$ cat src/rtl/rob_multi_commit_pkg.sv
// Shared types and helpers for the reorder buffer.
// Entry layout plus modular pointer arithmetic.
package rob_pkg;
    localparam int ROB_XLEN  = 32;
    localparam int ROB_DEPTH = 16;

    typedef struct packed {
        logic                busy;
        logic                done;
        logic [4:0]          rd;
        logic [ROB_XLEN-1:0] data;
    } rob_entry_t;

    function automatic int unsigned rob_ptr_add(
        input int unsigned ptr,
        input int unsigned n,
        input int unsigned depth = ROB_DEPTH
    );
        return (ptr + n) % depth;
    endfunction
endpackage

$ cat src/rtl/rob_multi_commit_if.sv
// Dispatch / CDB / commit bundle of the reorder buffer.
// Perf counter signals exist only when ROB_PERF_EN is defined.
interface rob_multi_commit_if #(
    parameter int DEPTH     = 16,
    parameter int IDX_W     = $clog2(DEPTH),
    parameter int CDB_PORTS = 2,
    parameter int COMMIT_W  = 2,
    parameter int XLEN      = 32
);
    logic                                alloc_valid;
    logic [4:0]                          alloc_rd;
    logic                                alloc_ready;
    logic [IDX_W-1:0]                    alloc_tag;
    logic [CDB_PORTS-1:0]                cdb_valid;
    logic [CDB_PORTS-1:0][IDX_W-1:0]     cdb_tag;
    logic [CDB_PORTS-1:0][XLEN-1:0]      cdb_data;
    logic [IDX_W-1:0]                    src_tag;
    logic                                src_ready;
    logic [XLEN-1:0]                     src_data;
    logic [COMMIT_W-1:0]                 commit_valid;
    logic [COMMIT_W-1:0]                 commit_we;
    logic [COMMIT_W-1:0][4:0]            commit_rd;
    logic [COMMIT_W-1:0][XLEN-1:0]       commit_data;
    logic [COMMIT_W-1:0][IDX_W-1:0]      commit_tag;
    logic                                flush;
    logic [IDX_W:0]                      count;
`ifdef ROB_PERF_EN
    logic [31:0]                         perf_full_cycles;
    logic [31:0]                         perf_commits;
    logic [31:0]                         perf_flushes;
`endif

    modport master (
        output alloc_valid, alloc_rd,
        output cdb_valid, cdb_tag, cdb_data,
        output src_tag, flush,
        input  alloc_ready, alloc_tag,
        input  src_ready, src_data,
        input  commit_valid, commit_we,
        input  commit_rd, commit_data, commit_tag,
`ifdef ROB_PERF_EN
        input  perf_full_cycles, perf_commits,
        input  perf_flushes,
`endif
        input  count
    );

    modport slave (
        input  alloc_valid, alloc_rd,
        input  cdb_valid, cdb_tag, cdb_data,
        input  src_tag, flush,
        output alloc_ready, alloc_tag,
        output src_ready, src_data,
        output commit_valid, commit_we,
        output commit_rd, commit_data, commit_tag,
`ifdef ROB_PERF_EN
        output perf_full_cycles, perf_commits,
        output perf_flushes,
`endif
        output count
    );
endinterface

$ cat src/rtl/rob_multi_commit_commit_scan.sv
// Finds the run of busy+done entries starting at head,
// capped at COMMIT_W, as a slot mask plus its length.
module rob_commit_scan
    import rob_pkg::*;
#(
    parameter int DEPTH    = 16,
    parameter int IDX_W    = $clog2(DEPTH),
    parameter int COMMIT_W = 2
) (
    input  logic [IDX_W-1:0]    i_head,
    input  logic [DEPTH-1:0]    i_busy,
    input  logic [DEPTH-1:0]    i_done,
    output logic [COMMIT_W-1:0] o_mask,
    output logic [IDX_W:0]      o_ncommit
);
    logic [IDX_W-1:0] w_idx;
    logic             w_run;

    always_comb begin
        w_idx     = i_head;
        w_run     = 1'b1;
        o_mask    = '0;
        o_ncommit = '0;
        for (int k = 0; k < COMMIT_W; k++) begin
            w_idx = IDX_W'(rob_ptr_add(
                32'(i_head), unsigned'(k), DEPTH));
            w_run     = w_run & i_busy[w_idx] & i_done[w_idx];
            o_mask[k] = w_run;
            o_ncommit = o_ncommit + (IDX_W+1)'(w_run);
        end
    end
endmodule

$ cat src/rtl/rob_multi_commit.sv
// Multi-commit reorder buffer with CDB capture and operand bypass.
// Optional perf counters: define ROB_PERF_EN.
module rob_multi_commit
    import rob_pkg::*;
#(
    parameter int DEPTH     = 16,
    parameter int IDX_W     = $clog2(DEPTH),
    parameter int CDB_PORTS = 2,
    parameter int COMMIT_W  = 2,
    parameter int XLEN      = 32
) (
    input logic               clk,
    input logic               rst,
    rob_multi_commit_if.slave bus
);
    rob_entry_t       r_entry [DEPTH];
    logic [IDX_W-1:0] r_head;
    logic [IDX_W-1:0] r_tail;
    logic [IDX_W:0]   r_count;

    logic [DEPTH-1:0]    w_busy;
    logic [DEPTH-1:0]    w_done;
    logic [COMMIT_W-1:0] w_mask;
    logic [COMMIT_W-1:0] w_commit;
    logic [IDX_W:0]      w_ncommit;
    logic [IDX_W:0]      w_nretire;
    logic                w_alloc_fire;
    logic [IDX_W-1:0]    w_cidx [COMMIT_W];

    always_comb begin
        for (int i = 0; i < DEPTH; i++) begin
            w_busy[i] = r_entry[i].busy;
            w_done[i] = r_entry[i].done;
        end
    end

    rob_commit_scan #(
        .DEPTH    (DEPTH),
        .IDX_W    (IDX_W),
        .COMMIT_W (COMMIT_W)
    ) u_scan (
        .i_head    (r_head),
        .i_busy    (w_busy),
        .i_done    (w_done),
        .o_mask    (w_mask),
        .o_ncommit (w_ncommit)
    );

    // Flush suppresses retirement in its own cycle.
    assign w_commit  = bus.flush ? '0 : w_mask;
    assign w_nretire = bus.flush ? '0 : w_ncommit;

    assign bus.alloc_ready = (r_count != (IDX_W+1)'(DEPTH));
    assign bus.alloc_tag   = r_tail;
    assign bus.count       = r_count;
    assign w_alloc_fire    = bus.alloc_valid & bus.alloc_ready;

    always_comb begin
        for (int k = 0; k < COMMIT_W; k++) begin
            w_cidx[k] = IDX_W'(rob_ptr_add(
                32'(r_head), unsigned'(k), DEPTH));
        end
    end

    always_comb begin
        bus.commit_valid = w_commit;
        bus.commit_we    = '0;
        bus.commit_rd    = '0;
        bus.commit_data  = '0;
        bus.commit_tag   = '0;
        for (int k = 0; k < COMMIT_W; k++) begin
            bus.commit_rd[k]   = r_entry[w_cidx[k]].rd;
            bus.commit_data[k] = XLEN'(r_entry[w_cidx[k]].data);
            bus.commit_tag[k]  = w_cidx[k];
            bus.commit_we[k]   = w_commit[k]
                & (r_entry[w_cidx[k]].rd != 5'd0);
        end
    end

    // Captured data wins; else the lowest matching CDB port.
    always_comb begin
        bus.src_ready = r_entry[bus.src_tag].done;
        bus.src_data  = XLEN'(r_entry[bus.src_tag].data);
        if (!r_entry[bus.src_tag].done) begin
            for (int p = CDB_PORTS - 1; p >= 0; p--) begin
                if (bus.cdb_valid[p]
                    && bus.cdb_tag[p] == bus.src_tag) begin
                    bus.src_ready = 1'b1;
                    bus.src_data  = bus.cdb_data[p];
                end
            end
        end
    end

    always_ff @(posedge clk) begin
        if (rst) begin
            r_head  <= '0;
            r_tail  <= '0;
            r_count <= '0;
            for (int i = 0; i < DEPTH; i++) begin
                r_entry[i] <= '0;
            end
        end else if (bus.flush) begin
            r_head  <= '0;
            r_tail  <= '0;
            r_count <= '0;
            for (int i = 0; i < DEPTH; i++) begin
                r_entry[i].busy <= 1'b0;
                r_entry[i].done <= 1'b0;
            end
        end else begin
            for (int k = 0; k < COMMIT_W; k++) begin
                if (w_mask[k]) begin
                    r_entry[w_cidx[k]].busy <= 1'b0;
                    r_entry[w_cidx[k]].done <= 1'b0;
                end
            end
            // Descending order lets port 0 win a shared tag.
            for (int p = CDB_PORTS - 1; p >= 0; p--) begin
                if (bus.cdb_valid[p]
                    && w_busy[bus.cdb_tag[p]]
                    && !w_done[bus.cdb_tag[p]]) begin
                    r_entry[bus.cdb_tag[p]].done <= 1'b1;
                    r_entry[bus.cdb_tag[p]].data <=
                        ROB_XLEN'(bus.cdb_data[p]);
                end
            end
            if (w_alloc_fire) begin
                r_entry[r_tail].busy <= 1'b1;
                r_entry[r_tail].done <= 1'b0;
                r_entry[r_tail].rd   <= bus.alloc_rd;
                r_tail <= IDX_W'(rob_ptr_add(
                    32'(r_tail), 32'd1, DEPTH));
            end
            r_head <= IDX_W'(rob_ptr_add(
                32'(r_head), 32'(w_ncommit), DEPTH));
            r_count <= r_count
                + (IDX_W+1)'(w_alloc_fire) - w_ncommit;
        end
    end

`ifdef ROB_PERF_EN
    logic [31:0] r_perf_full;
    logic [31:0] r_perf_commits;
    logic [31:0] r_perf_flushes;

    always_ff @(posedge clk) begin
        if (rst) begin
            r_perf_full    <= '0;
            r_perf_commits <= '0;
            r_perf_flushes <= '0;
        end else begin
            if (bus.alloc_valid && !bus.alloc_ready) begin
                r_perf_full <= r_perf_full + 32'd1;
            end
            r_perf_commits <= r_perf_commits + 32'(w_nretire);
            if (bus.flush) begin
                r_perf_flushes <= r_perf_flushes + 32'd1;
            end
        end
    end

    assign bus.perf_full_cycles = r_perf_full;
    assign bus.perf_commits     = r_perf_commits;
    assign bus.perf_flushes     = r_perf_flushes;
`endif
endmodule

$ cat src/flat_wrapper.sv
// flat-port wrapper written by rule: the top's interface ports become plain ports
module rob_multi_commit_flat import rob_pkg::*;
#(
    parameter int DEPTH     = 16,
    parameter int IDX_W     = $clog2(DEPTH),
    parameter int CDB_PORTS = 2,
    parameter int COMMIT_W  = 2,
    parameter int XLEN      = 32
)
  (clk, rst, bus_alloc_valid, bus_alloc_rd, bus_cdb_valid, bus_cdb_tag, bus_cdb_data, bus_src_tag, bus_flush, bus_alloc_ready, bus_alloc_tag, bus_src_ready, bus_src_data, bus_commit_valid, bus_commit_we, bus_commit_rd, bus_commit_data, bus_commit_tag, bus_count);
  rob_multi_commit_if #(.DEPTH(DEPTH), .IDX_W(IDX_W), .CDB_PORTS(CDB_PORTS), .COMMIT_W(COMMIT_W), .XLEN(XLEN)) bus_i ();
  input logic clk;
  input logic rst;
  input wire logic [$bits(bus_i.alloc_valid)-1:0] bus_alloc_valid;
  input wire logic [$bits(bus_i.alloc_rd)-1:0] bus_alloc_rd;
  input wire logic [$bits(bus_i.cdb_valid)-1:0] bus_cdb_valid;
  input wire logic [$bits(bus_i.cdb_tag)-1:0] bus_cdb_tag;
  input wire logic [$bits(bus_i.cdb_data)-1:0] bus_cdb_data;
  input wire logic [$bits(bus_i.src_tag)-1:0] bus_src_tag;
  input wire logic [$bits(bus_i.flush)-1:0] bus_flush;
  output wire logic [$bits(bus_i.alloc_ready)-1:0] bus_alloc_ready;
  output wire logic [$bits(bus_i.alloc_tag)-1:0] bus_alloc_tag;
  output wire logic [$bits(bus_i.src_ready)-1:0] bus_src_ready;
  output wire logic [$bits(bus_i.src_data)-1:0] bus_src_data;
  output wire logic [$bits(bus_i.commit_valid)-1:0] bus_commit_valid;
  output wire logic [$bits(bus_i.commit_we)-1:0] bus_commit_we;
  output wire logic [$bits(bus_i.commit_rd)-1:0] bus_commit_rd;
  output wire logic [$bits(bus_i.commit_data)-1:0] bus_commit_data;
  output wire logic [$bits(bus_i.commit_tag)-1:0] bus_commit_tag;
  output wire logic [$bits(bus_i.count)-1:0] bus_count;
  assign bus_i.alloc_valid = bus_alloc_valid;
  assign bus_i.alloc_rd = bus_alloc_rd;
  assign bus_i.cdb_valid = bus_cdb_valid;
  assign bus_i.cdb_tag = bus_cdb_tag;
  assign bus_i.cdb_data = bus_cdb_data;
  assign bus_i.src_tag = bus_src_tag;
  assign bus_i.flush = bus_flush;
  assign bus_alloc_ready = bus_i.alloc_ready;
  assign bus_alloc_tag = bus_i.alloc_tag;
  assign bus_src_ready = bus_i.src_ready;
  assign bus_src_data = bus_i.src_data;
  assign bus_commit_valid = bus_i.commit_valid;
  assign bus_commit_we = bus_i.commit_we;
  assign bus_commit_rd = bus_i.commit_rd;
  assign bus_commit_data = bus_i.commit_data;
  assign bus_commit_tag = bus_i.commit_tag;
  assign bus_count = bus_i.count;
  rob_multi_commit #(.DEPTH(DEPTH), .IDX_W(IDX_W), .CDB_PORTS(CDB_PORTS), .COMMIT_W(COMMIT_W), .XLEN(XLEN)) u_core (.clk(clk), .rst(rst), .bus(bus_i));
endmodule
$ cat config.mk
export PLATFORM = sky130hd
export DESIGN_NAME = rob_multi_commit_flat
export DESIGN_NICKNAME = d
export VERILOG_FILES = /design/src/rtl/rob_multi_commit_pkg.sv /design/src/rtl/rob_multi_commit_if.sv /design/src/rtl/rob_multi_commit_commit_scan.sv /design/src/rtl/rob_multi_commit.sv /design/src/flat_wrapper.sv
export SDC_FILE = /design/constraint.sdc
export NUM_CORES = 2
export LEC_CHECK = 0
export ABC_CLOCK_PERIOD_IN_PS = 10900
export CORE_ASPECT_RATIO = 2
export CORE_UTILIZATION = 55
export CTS_BUF_LIST = sky130_fd_sc_hd__clkbuf_4 sky130_fd_sc_hd__clkbuf_8
export DETAILED_ROUTE_END_ITERATION = 10
export PLACE_DENSITY_LB_ADDON = 0.1
export RECOVER_POWER = 100
export SLEW_MARGIN = 20
export SYNTH_ARGS = -nofsm -noshare
export SYNTH_HDL_FRONTEND = slang
export SYNTH_SLANG_ARGS = --single-unit
$ cat constraint.sdc
create_clock -name clk -period 10.9 [get_ports clk]
set_input_delay 1.09 -clock clk [delete_from_list [all_inputs] [get_ports clk]]
set_output_delay 1.09 -clock clk [all_outputs]
set_load 0.1 [all_outputs]
Word-level counts from Yosys, hierarchy flattened --
Memories as Yosys holds them, arrays and structs flattened. A register that Yosys moved wholly into a read port is not among the register bits. Index checks and enable logic that the tools add are counted.
Storage, ports and cells: flip-flop bits (word level) 13, input bits 87, word-level logic and storage cells 167, memories kept 1, bits in writable memories 624, output and inout port bits 129
Memories:
- u_core.r_entry | depth 16, width 39, read ports 19, clocked after Yosys merged registers in 1, write ports 16, line rob_multi_commit.sv:16 | rob_entry_t r_entry [DEPTH];
Cells by class: equality and inequality tests 3, mux-type cells 96, bitwise logic cells 38, magnitude comparators 4, reductions and logical operators 16, add/subtract/negate cells 6
Operators by type and width (count):
- 39-bit 2-to-1 mux | 5
- 39-bit OR reduction | 5
- 32-bit 2-to-1 mux | 3
- 1-bit 2-to-1 mux | 68
- 4-bit 2-to-1 mux | 9
- 1-bit binary-select mux with 4-bit select | 8
- 1-bit bitwise OR | 32
- 4-bit by 5-bit less-than comparator with 1-bit output, second input constant | 4
- 5-bit nonzero test | 2
- 4-bit by 1-bit adder with 4-bit output, second input constant | 2
- 4-bit == test | 2
- 1-bit bitwise AND | 6
- 1-bit logical AND | 6
- 3-bit 2-to-1 mux | 2
- 5-bit by 1-bit adder with 5-bit output | 1
- 5-bit inequality test, second input constant | 1
- 5-bit by 2-bit subtractor with 5-bit output | 1
- 4-bit by 2-bit adder with 4-bit output | 1
- 1-bit by 1-bit adder with 2-bit output | 1
- 1-bit zero test | 2
- 2-bit 2-to-1 mux | 1
- 2-bit OR reduction | 1

Logic depth before layout (Yosys ltp) --
An unclocked memory read counts as a cell.
depth in word-level cells 12, depth in mapped cells 21, mapped depth without buffers 18

Hierarchy --
A second synthesis with hierarchy kept.
Second synthesis, totals: cell total of the unflattened synthesis 2802, area, all modules 40993.1 µm²
By module, submodules not included:
- rob_multi_commit | area each 40553.9 µm², times used 1, seq. area each 18677.9 µm², cells each 2753
- rob_commit_scan | area each 439.2 µm², times used 1, seq. area each 0.0 µm², cells each 49

Worst setup path after synthesis --
Ideal clock, no wire load.
kind flip-flop to output port, start register u_core.r_head[0], end output port bus_commit_we[1], path slack 3.408 ns, data arrival time 6.402 ns, required time 9.810 ns, cell stages (with the launch flop) 11, buffers on the path 3, cells stage by stage dfxtp_1 inv_2 ha_1 buf_2 buf_2 mux4_2 a32oi_1 o311ai_4 buf_2 nor3_2 o21a_1
Between the ends: word-level cells in the longest chain between the ends 7, elaborated cells between the ends (all ways) 16, classes of those cells 1 x add/sub; 9 x mux; 4 x bitwise; 1 x reduce/logical; 1 x memory
RTL lines:
- start: declaration | line rob_multi_commit.sv:17 | logic [IDX_W-1:0] r_head;
- start signal: assignment | line rob_multi_commit.sv:135 | r_head <= IDX_W'(rob_ptr_add(
- 4-bit by 1-bit adder with 4-bit output * | line rob_multi_commit_pkg.sv:19 | return (ptr + n) % depth;
- net bus_commit_tag[4] | line flat_wrapper.sv:29 | output wire logic [$bits(bus_i.commit_tag)-1:0] bus_commit_tag;
- 1-bit binary-select mux with 4-bit select | line rob_multi_commit_commit_scan.sv:27 | w_run = w_run & i_busy[w_idx] & i_done[w_idx];
- 1-bit 2-to-1 mux (implied by the code) | line rob_multi_commit_commit_scan.sv:27
- 1-bit bitwise AND | line rob_multi_commit_commit_scan.sv:27
- 1-bit bitwise AND * | line rob_multi_commit_commit_scan.sv:27
- 2-bit 2-to-1 mux * | line rob_multi_commit.sv:50 | assign w_commit = bus.flush ? '0 : w_mask;
- net bus_commit_valid[1] | line flat_wrapper.sv:25 | output wire logic [$bits(bus_i.commit_valid)-1:0] bus_commit_valid;
- 1-bit bitwise AND * | line rob_multi_commit.sv:76 | & (r_entry[w_cidx[k]].rd != 5'd0);
- end: declaration | line flat_wrapper.sv:26 | output wire logic [$bits(bus_i.commit_we)-1:0] bus_commit_we;
Mark *: on every way through the listed nets, which the timed path passes. The rest lies on a longest branch. The select of a mux whose other input is x is not followed.

==> flow_metrics.py <==
metrics = {
    "outcome": {
        "outcome": "complete, but fails checks",
        "failing_checks": "capacitance limit, slew limit",
    },
    "synth": {
        "postSynth.asyncResetShare": 0,
        "most_instantiated_flip_flop_cell_in_the_synthesis_netlist": "sky130_fd_sc_hd__edfxtp_1",
        "mappedNetlistArea_um2": 41900,
        "synth-seq-area-share": 0.445,
        "mean_syn_cell_area_um2": 13.8,
        "synth.top_cells.by_count": "sky130_fd_sc_hd__edfxtp_1 (592), sky130_fd_sc_hd__mux4_2 (550), sky130_fd_sc_hd__nand2_1 (380)",
        "post-synth-top-area-fraction": 0.424,
        "synth-seq-cells": 637,
        "synth_top_cells_by_area": "sky130_fd_sc_hd__edfxtp_1 (42%), sky130_fd_sc_hd__mux4_2 (30%), sky130_fd_sc_hd__a22o_1 (7.1%)",
        "synth_edf_count": 592,
        "postSynthNetCount": 3159,
        "yosysWarnings": 0,
        "post_synth_inst_count": 3050,
        "synthDistinctLibCells": 61,
        "synth.most_common_cell": "sky130_fd_sc_hd__edfxtp_1",
        "synthDominantAreaCellType": "sky130_fd_sc_hd__edfxtp_1",
    },
    "place": {
        "routabilityCongestion": 0.927,
        "detailedPlacementHpwl_um": 93700,
        "placement.setup.worst_slack_ns": 4.16,
        "port_buffers": 215,
    },
    "sta": {
        "finalHoldViolations": 0,
        "timing.setup.tns_ns": 0,
        "finalMaxSlewViolations": 1024,
        "setup_viol": 0,
        "layout_setup_ws_ns": 1.35,
        "timing.final.crit_share": 0.876,
        "final.min_clock_period_ns": 9.55,
        "slew-limit-headroom": -2.08,
        "worstMarginPinSlew_ns": 4.63,
        "max_freq_ghz": 0.105,
        "rsz0062_at_grt": "false",
        "fin_skew_ns": 0.0382,
    },
    "critical_path": {
        "worst_path_arrival_ns": 10.18,
        "crit_required_ns": 11.53,
        "critical_path_class": "input pin to flip-flop",
        "setup.worst_path.start_class": "input pin",
        "crit_path_max_fanout": 49,
        "endpoint_kind": "flip-flop",
    },
    "clock_tree": {
        "ctsHtreeMaxLevel": 3,
        "cts_tree": "done",
        "cts_root_buffer": "sky130_fd_sc_hd__clkbuf_8",
        "clock-sinks": 637,
        "cts_hold_repair.buffers": 0,
        "clock_transition_time_at_the_flip_flop_clock_pins_of_the_worst_setup_and_hold_paths_ns": 0.06,
        "postCtsSetupRepairBufs": 0,
        "number_of_buffers_created_by_cts": 94,
        "cts_resized": 0,
        "ctsLongestPathBuffers": 3,
        "worstSkewPairLatency_ns": 0.80,
    },
    "drt": {
        "drc_errors": 0,
        "num_vias": 32500,
        "drt_iter0_drc": 4621,
        "detail_route.wl_per_cell_um": 39.5,
        "postRouteAntennaNets": 0,
        "dr.pass1.iters": 7,
        "routed_wl_um": 162000,
        "via_per_inst": 7.92,
    },
    "power": {
        "leakagePower_nw": 15.4,
        "peakVddDrop_mv": 0.119,
        "power.density_nw_per_um2": 124,
        "total_power_mw": 5.73,
    },
    "grt": {
        "grt_antenna_before_repair": 7,
        "globalRoute.totalOverflow": 0,
        "maximum_number_of_pins_on_one_net_before_global_route_repair": 67,
        "grt_pass1_wl_um": 229000,
        "grt.total_usage": 0.426,
        "first_global_vias": 32900,
    },
    "die": {
        "die_area_um2": 77400,
        "core_area_um2": 75200,
        "initial_utilization": 0.558,
        "die_width_um": 197,
        "dieHeight_um": 393,
        "placement_rows": 142,
        "boundaryPins": 216,
    },
    "final_layout": {
        "total_area_of_multi_input_combinational_cells_um2": 21600,
        "area_growth_syn_to_layout_pct": 10.4,
        "layout.filler_cells": 5743,
        "drive_above_1_share": 0.265,
        "seqCellArea_um2": 18700,
        "finish.net_count": 3124,
    },
    "job": {
        "max_cap_violations": 31,
    },
    "hold_path": {
        "hold_crit_path_type": "flip-flop to flip-flop",
    },
}
-- placed cells by master (no fill, tap or decap), types with 42 or more instances in the layout --
cell type / count
sky130_fd_sc_hd__o31ai_1: 104
sky130_fd_sc_hd__and2_0: 46
sky130_fd_sc_hd__nand2_1: 380
sky130_fd_sc_hd__buf_4: 55
sky130_fd_sc_hd__dfxtp_1: 42
sky130_fd_sc_hd__a21oi_1: 76
sky130_fd_sc_hd__edfxtp_1: 592
sky130_fd_sc_hd__dlygate4sd3_1: 125
sky130_fd_sc_hd__clkbuf_8: 97
sky130_fd_sc_hd__nor2_1: 79
sky130_fd_sc_hd__clkdlybuf4s50_1: 85
sky130_fd_sc_hd__a22o_1: 342
sky130_fd_sc_hd__mux4_2: 550
sky130_fd_sc_hd__nand4_1: 71
-- per-layer routing --
metal / global-route usage / part of all wire / vias to the layer above
met2: 0.681 / 0.48 / 3046
met1: 0.474 / 0.30 / 16200
met3: 0.111 / 0.13 / 841
met4: 0.359 / 0.097 / 8
met5: 0.00325 / 0.00027 / -
li1: - / - / 12400
-- sequential cells by signal (all words and copies together), names as in the netlist --
register / flops
u_core.r_entry: 624
u_core.bus.count: 5
u_core.bus.alloc_tag: 4
u_core.r_head: 4
-- final timing paths --
kind,start,to,slack (ns),cells after the start
worst max-delay path,bus_cdb_tag[6],u_core.r_entry[11][15],1.35,12
worst min-delay path,u_core.r_entry[12][38],u_core.r_entry[12][38],0.54,2
worst max register to register,u_core.r_head[0],u_core.bus.count[4],3.58,19
worst min register to register,u_core.r_entry[12][38],u_core.r_entry[12][38],0.54,2
-- final cells by class --
class,instances,area share
sequential,637,0.404
antenna,5,0.000270
clock inverter,57,0.00997
multi-input combinational,1957,0.467
tap,1008,0.0272
inverter,27,0.00222
timing repair buffer,298,0.0580
clock buffer,117,0.0319
-- through the flow --
step	instances	hold WS, ns	instance area (µm²)	util
floorplan	3050	0.452	41900	-
global placement	3926	0.521	44500	0.593
detailed placement	3926	0.525	44500	0.593
CTS	4100	0.531	46500	0.619
global route	4103	0.547	46300	0.616
finish	4106	0.541	46300	0.616
-- critical path, stage by stage --
cell and delay, ns:
sky130_fd_sc_hd__dlygate4sd3_1 0.97, sky130_fd_sc_hd__and2_2 0.26, sky130_fd_sc_hd__clkbuf_1 2.80, sky130_fd_sc_hd__a22oi_1 0.36, sky130_fd_sc_hd__nand2_1 0.35, sky130_fd_sc_hd__and4b_2 0.26
sky130_fd_sc_hd__clkbuf_1 1.33, sky130_fd_sc_hd__buf_4 0.80, sky130_fd_sc_hd__nand2_1 0.12, sky130_fd_sc_hd__nor2_1 0.89, sky130_fd_sc_hd__buf_4 0.62, sky130_fd_sc_hd__a22o_1 0.22
-- kinds of logic after synthesis --
logic type / synth area share
adder cells (fa/ha/maj): 0.00692
buffers and inverters: 0.0444
flip-flops: 0.445
multiplexers: 0.304
AND/OR/NAND/NOR: 0.0840
XOR/XNOR: 0.00355
AO/OA/AOI/OAI: 0.112
-- power breakdown --
part | internal [mW] | leakage [nW] | switching (mW)
Sequential | 2.75 | 6.48 | 0.0609
Combinational | 0.255 | 7.93 | 0.571
Clock | 1.07 | 1.01 | 1.03
No activity file was read; power rests on OpenSTA's default activity.
